==> src/rtl/sdram_arb_pkg.sv <==
// Shared encodings, default widths and helpers for the SDRAM host-port arbiter.
package sdram_arb_pkg;

    localparam logic [1:0] IDLE   = 2'd0;
    localparam logic [1:0] ISSUE  = 2'd1;
    localparam logic [1:0] ACTIVE = 2'd2;
    localparam logic [1:0] DONE   = 2'd3;

    localparam int unsigned DEF_NUM_PORTS     = 4;
    localparam int unsigned DEF_HADDR_WIDTH   = 24;
    localparam int unsigned DEF_DATA_WIDTH    = 16;
    localparam int unsigned DEF_START_TIMEOUT = 63;

    // Width needed to index n items; never less than 1 bit.
    function automatic int unsigned clog2(input int unsigned n);
        int unsigned w;
        w = 1;
        while ((32'd1 << w) < n) w = w + 1;
        return w;
    endfunction

endpackage

==> src/rtl/sdram_host_arbiter_rr_arbiter.sv <==
// Round-robin grant selection with a registered rotating priority pointer.
module rr_arbiter
    import sdram_arb_pkg::*;
#(
    parameter int unsigned NUM_PORTS = DEF_NUM_PORTS,
    parameter int unsigned IDX_W     = clog2(NUM_PORTS)
) (
    input  logic                 clk,
    input  logic                 rst,
    input  logic [NUM_PORTS-1:0] req,
    input  logic                 advance,
    output logic [NUM_PORTS-1:0] grant,
    output logic [IDX_W-1:0]     grant_idx,
    output logic                 grant_any
);

    logic [IDX_W-1:0] ptr;

    // Scan from the pointer upward, wrapping, and take the first request.
    always_comb begin
        int unsigned p;
        logic [IDX_W-1:0] idx;
        grant     = '0;
        grant_idx = '0;
        grant_any = 1'b0;
        p         = 0;
        idx       = '0;
        for (int unsigned k = 0; k < NUM_PORTS; k++) begin
            p = 32'(ptr) + k;
            if (p >= NUM_PORTS) p = p - NUM_PORTS;
            idx = IDX_W'(p);
            if (!grant_any && req[idx]) begin
                grant_any  = 1'b1;
                grant_idx  = idx;
                grant[idx] = 1'b1;
            end
        end
    end

    always_ff @(posedge clk) begin
        if (rst) begin
            ptr <= '0;
        end else if (advance && grant_any) begin
            ptr <= (32'(grant_idx) == NUM_PORTS - 1) ? '0 : grant_idx + 1'b1;
        end
    end

endmodule

==> src/rtl/sdram_host_arbiter.sv <==
// Shares the SDRAM controller host port among NUM_PORTS requesters, one word per grant.
module sdram_host_arbiter
    import sdram_arb_pkg::*;
#(
    parameter int unsigned NUM_PORTS     = DEF_NUM_PORTS,
    parameter int unsigned HADDR_WIDTH   = DEF_HADDR_WIDTH,
    parameter int unsigned DATA_WIDTH    = DEF_DATA_WIDTH,
    parameter int unsigned START_TIMEOUT = DEF_START_TIMEOUT
) (
    input  logic                            clk,
    input  logic                            rst,
    input  logic [NUM_PORTS-1:0]            req_valid,
    input  logic [NUM_PORTS-1:0]            req_we,
    input  logic [NUM_PORTS*HADDR_WIDTH-1:0] req_addr,
    input  logic [NUM_PORTS*DATA_WIDTH-1:0] req_wdata,
    output logic [NUM_PORTS-1:0]            req_ready,
    output logic [NUM_PORTS-1:0]            rsp_valid,
    output logic                            rsp_err,
    output logic [DATA_WIDTH-1:0]           rsp_rdata,
    output logic [HADDR_WIDTH-1:0]          ctrl_haddr,
    output logic [DATA_WIDTH-1:0]           ctrl_data_input,
    input  logic [DATA_WIDTH-1:0]           ctrl_data_output,
    input  logic                            ctrl_busy,
    output logic                            ctrl_rd_enable,
    output logic                            ctrl_wr_enable
);

    localparam int unsigned IDX_W = clog2(NUM_PORTS);
    localparam int unsigned CNT_W = clog2(START_TIMEOUT + 1);

    logic [1:0]             state;
    logic                   we_q;
    logic [HADDR_WIDTH-1:0] addr_q;
    logic [DATA_WIDTH-1:0]  wdata_q;
    logic [IDX_W-1:0]       idx_q;
    logic [CNT_W-1:0]       cnt;
    logic [CNT_W-1:0]       cnt_inc;
    logic                   err_q;

    logic [NUM_PORTS-1:0]   grant;
    logic [IDX_W-1:0]       grant_idx;
    logic                   grant_any;
    logic                   accept;

    rr_arbiter #(
        .NUM_PORTS (NUM_PORTS),
        .IDX_W     (IDX_W)
    ) u_rr (
        .clk       (clk),
        .rst       (rst),
        .req       (req_valid),
        .advance   (accept),
        .grant     (grant),
        .grant_idx (grant_idx),
        .grant_any (grant_any)
    );

    assign accept    = (state == IDLE) && grant_any && !rst;
    assign req_ready = accept ? grant : '0;
    assign cnt_inc   = cnt + 1'b1;

    // Enables are gated by rst so they drop in the very cycle reset is sampled.
    assign ctrl_rd_enable  = (state == ISSUE) && !we_q && !rst;
    assign ctrl_wr_enable  = (state == ISSUE) &&  we_q && !rst;
    assign ctrl_haddr      = addr_q;
    assign ctrl_data_input = wdata_q;

    always_ff @(posedge clk) begin
        if (rst) begin
            state     <= IDLE;
            we_q      <= 1'b0;
            addr_q    <= '0;
            wdata_q   <= '0;
            idx_q     <= '0;
            cnt       <= '0;
            err_q     <= 1'b0;
            rsp_valid <= '0;
            rsp_err   <= 1'b0;
            rsp_rdata <= '0;
        end else begin
            rsp_valid <= '0;
            rsp_err   <= 1'b0;
            case (state)
                IDLE: begin
                    if (grant_any) begin
                        we_q    <= req_we[grant_idx];
                        addr_q  <= req_addr[32'(grant_idx)*HADDR_WIDTH +: HADDR_WIDTH];
                        wdata_q <= req_wdata[32'(grant_idx)*DATA_WIDTH +: DATA_WIDTH];
                        idx_q   <= grant_idx;
                        err_q   <= 1'b0;
                        cnt     <= '0;
                        state   <= ISSUE;
                    end
                end
                ISSUE: begin
                    // Busy already high on entry is taken as the start of the access.
                    cnt <= cnt_inc;
                    if (ctrl_busy) begin
                        state <= ACTIVE;
                    end else if (32'(cnt_inc) >= START_TIMEOUT) begin
                        err_q <= 1'b1;
                        state <= DONE;
                    end
                end
                ACTIVE: begin
                    if (!ctrl_busy) begin
                        if (!we_q) rsp_rdata <= ctrl_data_output;
                        state <= DONE;
                    end
                end
                DONE: begin
                    rsp_valid[idx_q] <= 1'b1;
                    rsp_err          <= err_q;
                    cnt              <= '0;
                    state            <= IDLE;
                end
                default: state <= IDLE;
            endcase
        end
    end

endmodule

==> config.mk <==
export PLATFORM = sky130hd
export DESIGN_NAME = sdram_host_arbiter
export DESIGN_NICKNAME = d
export VERILOG_FILES = /design/src/rtl/sdram_arb_pkg.sv /design/src/rtl/sdram_host_arbiter_rr_arbiter.sv /design/src/rtl/sdram_host_arbiter.sv
export SDC_FILE = /design/constraint.sdc
export NUM_CORES = 1
export LEC_CHECK = 0
export CELL_PAD_IN_SITES_DETAIL_PLACEMENT = 1
export CELL_PAD_IN_SITES_GLOBAL_PLACEMENT = 2
export CORE_ASPECT_RATIO = 1.4
export CORE_UTILIZATION = 22
export DETAILED_ROUTE_END_ITERATION = 16
export PLACE_DENSITY_LB_ADDON = 0.1
export SLEW_MARGIN = 20
export SYNTH_ARGS = -nofsm -noshare
export SYNTH_HDL_FRONTEND = slang
export SYNTH_SLANG_ARGS = --single-unit
==> constraint.sdc <==
create_clock -name clk -period 5.02 [get_ports clk]
set_clock_uncertainty 0.2 [all_clocks]
set_input_delay 1.506 -clock clk [delete_from_list [all_inputs] [get_ports clk]]
set_output_delay 1.506 -clock clk [all_outputs]
set_load 0.02 [all_outputs]
### Yosys cells after proc, flatten, opt, wreduce, memory -nomap -nowiden

Index checks and enable logic that the tools add are counted.

* logic and storage cells: 132
* output and inout bits: 67
* input port bits: 187
* register bits: 75

* multipliers: 1
* reductions and logical operators: 29
* multiplexer cells: 49
* bitwise logic cells: 6
* shift-type cells: 2
* eq/ne operators: 9
* add/subtract/negate cells: 9
* order comparisons: 16

Operators by type and width (count)
* 96-bit by 8-bit indexed part select with 24-bit output: 1
* 64-bit by 7-bit indexed part select with 16-bit output: 1
* 2-bit two-way mux: 13
* 4-bit two-way mux: 5
* 2-bit by 3-bit less-than comparator with 1-bit output (second input constant): 6
* 6-bit case mux with 3 select lines: 1
* 1-bit two-way mux: 17
* 1-bit logical AND: 15
* 4-bit OR: 3
* 1-bit binary-select mux with 2-bit select: 5
* 1-bit demux with 2-bit select: 5
* 2-bit by 1-bit greater-or-equal comparator with 1-bit output (second input constant): 5
* 3-bit greater-or-equal comparator (second input constant): 3
* 2-bit case mux with 4 select lines: 1
* 2-bit by 1-bit subtractor with 2-bit output (second input constant): 4
* 2-bit by 2-bit adder with 3-bit output (second input constant): 2
* 6-bit by 1-bit adder with 6-bit output (second input constant): 1
* 2-bit equality test (second input constant): 3
* 6-bit greater-or-equal comparator (second input constant): 1
* 6-bit two-way mux: 1
* 2-bit != test (second input constant): 3
* 3-bit AND reduction: 2
* 1-bit zero test: 5
* 2-bit by 2-bit multiplier with 4-bit output (second input constant): 1
* other kinds (14): 17

### Logic depth before layout (Yosys ltp)

* depth after elaboration: 17
* depth in mapped cells: 13
* gate-level depth less buffers: 10

### By module

From an unflattened synthesis, not the netlist that was laid out.

* cell total of the unflattened synthesis: 458
* area total of the unflattened synthesis: 4299.1 sq um

Modules (own cells, without submodules)
* sdram_host_arbiter: cells each 401, instances 1, area an instance 3751.1 sq um, seq. area each 1461.4 sq um
* rr_arbiter: cells each 57, instances 1, area an instance 548.0 sq um, seq. area each 40.0 sq um

### Worst setup path before layout

No wires, ideal clock.

* path kind: input -> output
* from: input req_valid[1]
* to: output req_ready[0]
* path buffers: 1
* data required time: 3.314 ns
* cell stages on the path: 7
* data arrival time: 2.900 ns
* setup slack: 0.414 ns
* path through: buf_6 -> mux4_2 -> nor2b_2 -> a22oi_1 -> nor2_1 -> a221oi_1 -> nor2_1

* longest elaborated chain between the ends: 15
* elaborated cells on any way between the ends: 28
* classes of those cells: 17 x mux; 3 x bitwise; 8 x reduce/logical

RTL lines
* start, declared: line sdram_host_arbiter.sv:12 `input logic [NUM_PORTS-1:0] req_valid,`
* 1-bit binary-select mux with 2-bit select: line sdram_host_arbiter_rr_arbiter.sv:32 `if (!grant_any && req[idx]) begin`
* 1-bit two-way mux (implied by the code): line sdram_host_arbiter_rr_arbiter.sv:32
* 1-bit two-way mux: line sdram_host_arbiter_rr_arbiter.sv:32
* 1-bit zero test: line sdram_host_arbiter_rr_arbiter.sv:32
* 1-bit logical AND: line sdram_host_arbiter_rr_arbiter.sv:32
* 1-bit two-way mux: line sdram_host_arbiter_rr_arbiter.sv:32
* 1-bit zero test: line sdram_host_arbiter_rr_arbiter.sv:32
* 1-bit logical AND: line sdram_host_arbiter_rr_arbiter.sv:32
* 1-bit two-way mux: line sdram_host_arbiter_rr_arbiter.sv:32
* 1-bit zero test: line sdram_host_arbiter_rr_arbiter.sv:32
* 1-bit logical AND: line sdram_host_arbiter_rr_arbiter.sv:32
* 1-bit two-way mux: line sdram_host_arbiter_rr_arbiter.sv:32
* 1-bit logical AND (2 in a row): line sdram_host_arbiter.sv:58 `assign accept = (state == IDLE) && grant_any && !rst;`
* 4-bit two-way mux *: line sdram_host_arbiter.sv:59 `assign req_ready = accept ? grant : '0;`
* end, declared: line sdram_host_arbiter.sv:16 `output logic [NUM_PORTS-1:0] req_ready,`

Every way passes the cells marked *; elsewhere a longest branch is shown, timed or not. The select of a mux whose other input is x is not followed.

### Worst setup path in the final report

* from: input req_valid[3]
* to: output req_ready[2]

The elaborated chain is that of the path after synthesis.

==> results.md <==
- Largest net degree at the start of global routing: 42
- Kind of critical path: in2out
- Hold Crit Class: reg2reg
- Synth top area share: 34.7%
- Period utilization: 98.2%
- TritonRoute pass-1 iters: 4
- Peak supply drop: 0.250 mV
- Rows: 60
- Wire length on met2: 9.96 mm
- Port bufs: 253
- Hold Buf Count CTS: 0
- Clk sinks: 75
- CP Launch Type: input port
- Post-layout minimum cycle time: 4.93 ns
- CP max FO: 6
- Worst path arrival time: 3.22 ns
- Critical path capture point type: output port
- Area of the core: 19,300 um2
- Io pins: 254
- Post-synthesis cell type count: 52
- Worst-Margin Slew: 0.849 ns
- Die Width: 121 um
- CTS max path bufs: 2
- Adder-cell share of the synthesized area: 4.04%
- RSZ-0062 raised after global routing: false
- Routed length on met1: 6.42 mm
- Hold Vio Cnt, Final: 0
- Total overflow reported by the global router: 0
- Initial DRC count: 133
- Post-synthesis mux area share: 21.9%
- Htree depth: 3
- Clk root buf: clkbuf_16
- Drt drc: 0
- GP Congestion: 0.871
- Via density: 4.73
- Via count: 4,661
- CTS tree: yes
- Post-layout instance area: 7550 um2
- Clock slew at reported path FFs: 0.07 ns
- Routed WL: 18.3 mm
- Power per cell area: 516 nW/um2
- CP Data Required Time: 3.31 ns
- TritonCTS Buffers: 9
- Synthesis Warnings: 0
- Vias in the first global route: 5,089
- DIE AREA: 20,300 um2
- Synth Net Count: 670
- Met3 WL: 1.21 mm
- First-pass GRT wire length: 27.5 mm
- Fmax: 0.203 GHz
- Cells after synthesis: 469
- Top post-synthesis cells by area: dfxtp_1, mux2i_1, o221ai_1, nand2_1, ha_1
- Worst skew pair latency: 0.34 ns
- FF+latch count, synth: 75
- Register area share after synthesis: 34.7%
- Combinational family with the most area after synthesis: multiplexers
- Post-DP HPWL: 14.2 mm
- Max-slew violations: 0
- Highest routed layer: met4
- Initial Utilization: 22.5%
- Average wire per standard cell: 18.5 um
- Synth Area in XOR/XNOR: 0.404%
- Status: finished, final reports clean
- Area delta synth->final: 74.4%
- Commonest cells after routing, fill and taps aside: clkdlybuf4s50_1, nand2_1, mux2i_1, dfxtp_1, o221ai_1
- Initial antenna violation count: 3
- Die Height: 168 um
- Syn avg cell area: 9.24 um2
- LEAKAGE: 2.89 nW
- Final hold slack: 0.257 ns
- Compound-gate portion of the synthesized area: 17.7%
- GRT Total Usage: 17.8%
- Share of layout cells above drive strength 1: 10.1%
- Placement Cell Area: 7200 um2
- Final net count: 930
- Endpoints failing setup: 0
- Detail Route Antenna Nets: 0
- Synth Cell Area: 4330 um2
- Most common cell after layout, fill and taps aside: clkdlybuf4s50_1
- Max-capacitance violation count: 0
- Simple logic cell fraction of the synthesized area: 14.5%
- Rel. slew slack: 43.4%
- Largest area contributor in the netlist: dfxtp_1
## state kept, by name (all words and copies together) (netlist names), 2 cells and up
name,flops
cnt,6
ctrl_data_input,16
ctrl_haddr,24
idx_q,2
rsp_rdata,16
rsp_valid,4
state,2
u_rr.ptr,2
## synthesized netlist by cell type, drive strengths merged
master / n
nand2: 89
mux2i: 88
dfxtp: 75
o221ai: 41
a21oi: 28
clkbuf: 23
nor2: 22
ha: 14
buf: 12
inv: 9
nand3: 8
a221oi: 5
o21ai: 5
a22oi: 4
nand2b: 4
and2: 3
and3: 3
mux4: 3
nand3b: 3
nor2b: 3
nor3b: 3
a211oi: 2
a21bo: 2
nor3: 2
o21a: 2
o311ai: 2
a21boi: 1
a21o: 1
a31oi: 1
a32oi: 1
a41oi: 1
and3b: 1
nand4b: 1
o2111ai: 1
o211ai: 1
o32a: 1
o32ai: 1
or3: 1
xnor2: 1
xor2: 1
## repair_timing
| action | in CTS | in global routing |
|---|---|---|
| endpoints found under the setup margin | 4 | 3 |
| pin swaps | 1 | 0 |
| cloned | 0 | 0 |
| gates resized for setup | 25 | 8 |
| setup buffers | 0 | 1 |
## worst max-delay path, cell delays in order
cell             delay (ns)
dlygate4sd2_1          0.30
mux4_2                 0.58
nor2b_4                0.19
a22oi_1                0.08
nor2_1                 0.15
a221oi_2               0.05
nor2_1                 0.09
clkdlybuf4s15_2        0.26
## power breakdown
part | switching, W | internal (W)
clock | 0.000289 | 0.000404
combinational | 0.00124 | 0.00112
sequential | 0.0000873 | 0.000747
## final timing paths
path	cells past startpoint	endpoint	slack, ns	startpoint
min	2	rsp_rdata[12]	0.26	rsp_rdata[12]
min reg2reg	2	rsp_rdata[12]	0.26	rsp_rdata[12]
max	8	req_ready[2]	0.09	req_valid[3]
max reg2reg	11	ctrl_haddr[13]	1.82	u_rr.ptr[0]
## layout make-up
type | instances | area [um2]
Fill cell | 2264 | 11700
Timing Repair Buffer | 284 | 2780
Multi-Input combinational cell | 350 | 2610
Sequential cell | 75 | 1500
Tap cell | 248 | 310
Clock buffer | 10 | 239
Clock inverter | 6 | 73.8
Inverter | 9 | 33.8
Antenna cell | 3 | 7.51
## stage by stage
| stage | total power [W] | setup WS (ns) | utilization, % | TNS (ns) | instances |
|---|---|---|---|---|---|
| finish | 0.00390 | 0.0901 | 39.2 | 0 | 985 |
| global route | 0.00415 | 0.00270 | 39.2 | 0 | 985 |
| CTS | 0.00395 | 0.0245 | 39.1 | 0 | 981 |
| detailed placement | 0.00322 | -0.583 | 37.3 | -2.30 | 965 |
| global placement | 0.00316 | -0.491 | 37.3 | -1.91 | 965 |
| floorplan | 0.00245 | 0.414 | - | 0 | 469 |
## metal layers
layer,track usage [%],up-vias
met5,0,-
met4,7.68,0
met3,5.56,33
met2,34.5,157
met1,17.0,2230
li1,-,2241
## cells by family (layout without fill, tap and decap cells)
| family | after synthesis | in the layout |
|---|---|---|
| DFF | 75 | 75 |
| buffers and inverters | 44 | 309 |
| adders and majority gates | 14 | 14 |
| other | 0 | 3 |
| xor gates and xnor gates | 2 | 2 |
| and+or+nand+nor | 143 | 143 |
| AOI/OAI and AO/OA | 100 | 100 |
| muxes | 91 | 91 |
No activity file was read; power rests on OpenSTA's default activity.
